--- src/rtl/game_timebase.sv ---
// game_timebase
// Divides the system clock into a millisecond tick and a second tick, and
// keeps a seconds counter. The counter counts up and saturates at SEC_MAX,
// or counts down from a loaded value and stops at zero. The tick strobes and
// limit_pulse are registered single-cycle pulses. at_limit is a level that
// follows seconds and down combinationally.

module game_timebase #(
    parameter int CLK_DIV    = 100000,  // clock cycles per millisecond tick, >= 2
    parameter int MS_PER_SEC = 1000,    // millisecond ticks per second tick, >= 1
    parameter int SEC_WIDTH  = 10,      // width of seconds and load_val
    parameter int SEC_MAX    = 999      // saturation value, < 2**SEC_WIDTH
) (
    input  logic                 clk,
    input  logic                 reset,       // synchronous, active low
    input  logic                 run,
    input  logic                 clear,
    input  logic                 load,
    input  logic [SEC_WIDTH-1:0] load_val,
    input  logic                 down,
    output logic                 tick_ms,
    output logic                 tick_s,
    output logic [SEC_WIDTH-1:0] seconds,
    output logic                 at_limit,
    output logic                 limit_pulse
);

    // ------------------------------------------------------------------
    // Derived widths and constants
    // ------------------------------------------------------------------
    localparam int PS_W = (CLK_DIV > 1) ? $clog2(CLK_DIV) : 1;
    localparam int MS_W = (MS_PER_SEC > 1) ? $clog2(MS_PER_SEC) : 1;

    localparam logic [PS_W-1:0]      PS_LAST   = PS_W'(CLK_DIV - 1);
    localparam logic [PS_W-1:0]      PS_ONE    = PS_W'(1);
    localparam logic [MS_W-1:0]      MS_LAST   = MS_W'(MS_PER_SEC - 1);
    localparam logic [MS_W-1:0]      MS_ONE    = MS_W'(1);
    localparam logic [SEC_WIDTH-1:0] SEC_LIMIT = SEC_WIDTH'(SEC_MAX);
    localparam logic [SEC_WIDTH-1:0] SEC_ONE   = SEC_WIDTH'(1);

    // ------------------------------------------------------------------
    // Internal state and next-state helpers
    // ------------------------------------------------------------------
    logic [PS_W-1:0]      ps;            // cycle prescaler, 0..CLK_DIV-1
    logic [MS_W-1:0]      ms;            // millisecond count, 0..MS_PER_SEC-1
    logic                 ps_wrap;       // prescaler is on its last count
    logic                 ms_wrap;       // ms count is on its last count
    logic                 ms_fire;       // this edge registers tick_ms
    logic                 sec_fire;      // this edge registers tick_s
    logic [SEC_WIDTH-1:0] sec_step;      // seconds value after one tick_s
    logic                 sec_reach;     // the step lands on the active limit
    logic [SEC_WIDTH-1:0] load_clamped;  // load_val limited to SEC_MAX

    assign ps_wrap  = (ps == PS_LAST);
    assign ms_wrap  = (ms == MS_LAST);
    assign ms_fire  = run && ps_wrap;
    assign sec_fire = ms_fire && ms_wrap;

    assign load_clamped = (load_val > SEC_LIMIT) ? SEC_LIMIT : load_val;

    // Level indicator: which end counts as the limit depends on the direction.
    assign at_limit = down ? (seconds == '0) : (seconds == SEC_LIMIT);

    // Saturating one-second step in the current direction; flags the step
    // that lands on the limit so the pulse fires only on arrival, never while
    // already parked there.
    always_comb begin
        // NOTE: every signal written here gets a default first, so no path
        // leaves it unassigned and no latch is inferred.
        sec_step  = seconds;
        sec_reach = 1'b0;
        if (down) begin
            if (seconds != '0) begin
                sec_step  = seconds - SEC_ONE;
                sec_reach = (sec_step == '0);
            end
        end else begin
            if (seconds < SEC_LIMIT) begin
                sec_step  = seconds + SEC_ONE;
                sec_reach = (sec_step == SEC_LIMIT);
            end
        end
    end

    // ------------------------------------------------------------------
    // Prescaler and millisecond counter
    // ------------------------------------------------------------------

    // Advance ps every running cycle and ms on each ps wrap; load and clear
    // both restart the divider chain from zero.
    always_ff @(posedge clk) begin
        // NOTE: sequential state uses non-blocking assignments so every
        // register samples the pre-edge values of the others.
        if (!reset) begin
            ps <= '0;
            ms <= '0;
        end else if (load || clear) begin
            ps <= '0;
            ms <= '0;
        end else if (run) begin
            if (ps_wrap) begin
                ps <= '0;
                ms <= ms_wrap ? '0 : ms + MS_ONE;
            end else begin
                ps <= ps + PS_ONE;
            end
        end
    end

    // ------------------------------------------------------------------
    // Seconds counter
    // ------------------------------------------------------------------

    // Seconds moves on the same edge that registers tick_s, so the new value
    // is visible in the cycle where tick_s is high.
    always_ff @(posedge clk) begin
        if (!reset) begin
            seconds <= '0;
        end else if (load) begin
            seconds <= load_clamped;
        end else if (clear) begin
            seconds <= '0;
        end else if (sec_fire) begin
            seconds <= sec_step;
        end
    end

    // ------------------------------------------------------------------
    // Strobes
    // ------------------------------------------------------------------

    // Single-cycle strobes; load, clear and a frozen timebase all suppress
    // them, so a load on a tick edge emits nothing.
    always_ff @(posedge clk) begin
        if (!reset) begin
            tick_ms     <= 1'b0;
            tick_s      <= 1'b0;
            limit_pulse <= 1'b0;
        end else if (load || clear) begin
            tick_ms     <= 1'b0;
            tick_s      <= 1'b0;
            limit_pulse <= 1'b0;
        end else begin
            tick_ms     <= ms_fire;
            tick_s      <= sec_fire;
            limit_pulse <= sec_fire && sec_reach;
        end
    end

endmodule

--- config.mk ---
export PLATFORM = sky130hd
export DESIGN_NAME = game_timebase
export DESIGN_NICKNAME = d
export VERILOG_FILES = /design/src/rtl/game_timebase.sv
export SDC_FILE = /design/constraint.sdc
export NUM_CORES = 1
export LEC_CHECK = 0
export ABC_CLOCK_PERIOD_IN_PS = 2300
export BUFFER_PORTS_ARGS = -buffer_cell sky130_fd_sc_hd__buf_2
export CELL_PAD_IN_SITES_DETAIL_PLACEMENT = 1
export CELL_PAD_IN_SITES_GLOBAL_PLACEMENT = 1
export CORE_ASPECT_RATIO = 1.2
export CORE_MARGIN = 4
export CORE_UTILIZATION = 40
export CTS_CLUSTER_SIZE = 24
export DETAILED_ROUTE_END_ITERATION = 12
export MAX_ROUTING_LAYER = met4
export PLACE_DENSITY = 0.86
export SYNTH_ARGS = -nofsm -noshare
export SYNTH_HDL_FRONTEND = slang
export SYNTH_SLANG_ARGS = --single-unit
--- constraint.sdc ---
create_clock -name clk -period 2.3 [get_ports clk]
set_input_delay 0.46 -clock clk [delete_from_list [all_inputs] [get_ports clk]]
set_output_delay 0.46 -clock clk [all_outputs]
set_load 0.05 [all_outputs]
==> flow_metrics.py <==
metrics = {
    "run_status": {
        "status": "finished with violations",
        "failed_checks": "negative setup slack",
    },
    "cts": {
        "cts.sinks": 40,
        "clockRootBuffer": "clkbuf_8",
        "cts-buffers-inserted": 5,
        "cts_max_path_buffers": 2,
        "cts_tree": "built",
        "cts.clk_slew.worst_paths_ns": 0.08,
        "ctsHoldBuffers": 0,
        "cts_htree_levels": 2,
        "worstSkewPairLatency_ns": 0.30,
    },
    "setup_path": {
        "endpoint_kind": "flop",
        "setup.worst_path.start_class": "flop",
        "critical-path-slowest-cell": "or4bb_1",
        "crit_type": "reg -> reg",
        "crit_fanout": 6,
        "cp_slowest_stage_delay_ns": 0.51,
        "worstPathCellList": "or4bb_1 -> or4_4 -> a2111oi_4 -> buf_4 -> nor3_1 -> a211oi_1",
        "required_ns": 2.49,
        "worstPathArrival_ns": 2.50,
    },
    "run": {
        "max-cap-violations": 0,
    },
    "floorplan": {
        "fp.dieW_um": 82.1,
        "ios": 30,
        "die_area_mm2": 0.00795,
        "die_h_um": 96.9,
        "rows": 32,
        "initial_core_util": 0.411,
        "fp.coreArea_mm2": 0.00641,
    },
    "final_layout": {
        "final_area_mm2": 0.00322,
        "fillers": 820,
        "final_util": 0.502,
        "diodes": 0,
        "drive_gt1_frac": 0.312,
        "final_nets": 396,
        "area.growth.synth_to_final_pct": 22.2,
    },
    "min_path": {
        "worstHoldPathType": "in -> reg",
    },
    "drt": {
        "drt-initial-drc-count": 104,
        "dr.pass1.iters": 4,
        "drcViolationCount": 0,
        "routed_via_density": 5.75,
        "drt_wl_total_mm": 7.90,
        "wl_per_cell_um": 17.2,
        "vias": 2646,
        "ant_nets": 0,
    },
    "power": {
        "ir_worst_vdd_mv": 0.322,
        "p_leak_nw": 1.16,
        "power.total_mw": 1.51,
        "p_per_area_mw_per_mm2": 468,
    },
    "synthesis": {
        "syn-num-nets": 338,
        "synth_edf_count": 0,
        "ys_seq_area_frac": 0.304,
        "postSynthCellCount": 316,
        "post-synth-top-area-cell": "dfxtp_1",
        "synth_cell_types": 63,
        "avgSynthCellArea_um2": 8.33,
        "synth_area_mm2": 0.00263,
        "ys_warn_count": 0,
        "synth.top_cell.area_share": 0.304,
        "ys_ff_latch": 40,
        "synthTopCellsByArea": "dfxtp_1, xor2_1, nor2_1, nand3_1, xnor2_1",
        "async_flop_share": 0,
        "synth_ff_type": "dfxtp_1",
    },
    "placed_design": {
        "post_dp_cell_area_mm2": 0.00304,
        "io_buffers": 29,
        "place_hpwl_mm": 6.06,
        "gp_congestion": 0.842,
        "dp_slack_ns": -0.0519,
    },
    "global_route": {
        "grt_pass1_wl_mm": 12.7,
        "groute.usage.overall": 0.205,
        "grt_max_degree": 18,
        "grt_pass1_vias": 2712,
        "gr-total-overflow": 0,
        "antenna_found_initial": 0,
    },
    "sta": {
        "tightest_slew_ns": 0.416,
        "slew_headroom": 0.721,
        "finalHoldViolCount": 0,
        "fin_worst_skew_ns": 0.0144,
        "fin_crit_ns": 2.30,
        "fin_crit_sh": 1.00,
        "setup_viol": 1,
        "fin_tns_setup_ns": -0.000564,
        "fmax_ghz": 0.435,
        "slew_violations": 0,
        "layout_setup_ws_ns": -0.000564,
        "rsz0062_at_grt": "yes",
    },
}
==> stage by stage <==
step	hold slack (ns)	std cells
6_report	0.441	460
5_1_grt	0.439	460
4_1_cts	0.432	455
3_5_place_dp	0.475	446
3_3_place_gp	0.461	446
2_1_floorplan	0.447	316
==> cells in the mapped netlist (3+ instances only) <==
cell type,number
dfxtp_1,40
nor2_1,34
nand3_1,25
nand2_1,24
xor2_1,15
a21oi_1,12
nor3_1,12
xnor2_1,12
nand4_1,9
nor4_1,9
clkbuf_1,8
ha_1,6
nand4b_1,6
clkbuf_8,5
o21ai_0,5
o31ai_1,5
or4_1,5
a31o_2,4
buf_4,4
inv_1,4
nor4b_1,4
o311ai_0,4
a211oi_1,3
and2_1,3
nand2b_1,3
nor3b_1,3
o21a_1,3
o21bai_1,3
or2_2,3
or2b_2,3
==> final timing paths <==
kind / from / endpoint / slack [ns] / cells past startpoint
worst max register to register: ms[9] / seconds[1] / -0.0006 / 6
worst min-delay path: load_val[4] / seconds[4] / 0.44 / 3
worst min register to register: ms[9] / ms[9] / 0.49 / 2
worst max-delay path: ms[9] / seconds[1] / -0.0006 / 6
==> where the power goes <==
| part | switching, mW | leakage, nW | internal, mW |
|---|---|---|---|
| sequential | 0.0190 | 0.328 | 0.704 |
| combinational | 0.191 | 0.787 | 0.133 |
| clock | 0.248 | 0.0412 | 0.212 |
==> registers in the layout (all words and copies together), names as in the netlist <==
signal       cells
tick_ms          1
tick_s           1
ms              10
limit_pulse      1
ps              17
seconds         10
==> routing by layer <==
metal | track usage | vias up | routed length (µm)
met3 | 0.0335 | 19 | 263
met4 | 0.0806 | 0 | 210
li1 | - | 1279 | -
met1 | 0.211 | 1298 | 3090
met5 | - | - | 0
met2 | 0.375 | 50 | 4330
==> layout by cell type, fill, tap and decap left out, drive strengths merged, types with 4 or more instances in the layout <==
master / n
o31ai: 5
nand2: 24
nor3: 12
a31o: 4
nor4b: 4
xnor2: 12
nand4: 9
ha: 6
and2: 4
buf: 72
a21oi: 12
inv: 4
nor2: 36
o21ai: 6
nand4b: 6
dfxtp: 40
nand3: 25
o311ai: 5
or4: 5
clkbuf: 6
xor2: 15
nor4: 10
==> cell type report <==
cell class                      instances  area [µm²]  area share
Timing Repair Buffer                   72         494       0.154
Clock buffer                            6        72.6      0.0226
Tap cell                               85         106      0.0331
Sequential cell                        40         816       0.254
Multi-Input combinational cell        251        1700       0.529
Inverter                                4        15.0     0.00467
Clock inverter                          2        12.5     0.00389
==> timing repair <==
| item | in CTS | in global routing |
|---|---|---|
| buffers inserted | 1 | 5 |
| endpoints found under the hold margin | 0 | 0 |
| resized for setup | 6 | 9 |
| pin swaps | 4 | 5 |
| endpoints found under the setup margin | 2 | 11 |
==> cells by family after synthesis <==
| kind of cell | Yosys count | share of synthesized area |
|---|---|---|
| buffers and inverters | 25 | 0.0699 |
| multiplexers | 2 | 0.00760 |
| adder cells (fa/ha/maj) | 6 | 0.0285 |
| XOR/XNOR | 27 | 0.0898 |
| AND/OR/NAND/NOR | 159 | 0.335 |
| AO/OA/AOI/OAI | 57 | 0.165 |
| flip-flops | 40 | 0.304 |
==> worst max-delay path, delay by kind of cell (launching register included) <==
family | cells | cell delay (ns)
buffers and inverters | 1 | 0.23
flip-flops | 1 | 0.34
AO/OA/AOI/OAI | 2 | 0.63
AND/OR/NAND/NOR | 3 | 1.02
No activity file was read; power rests on OpenSTA's default activity.
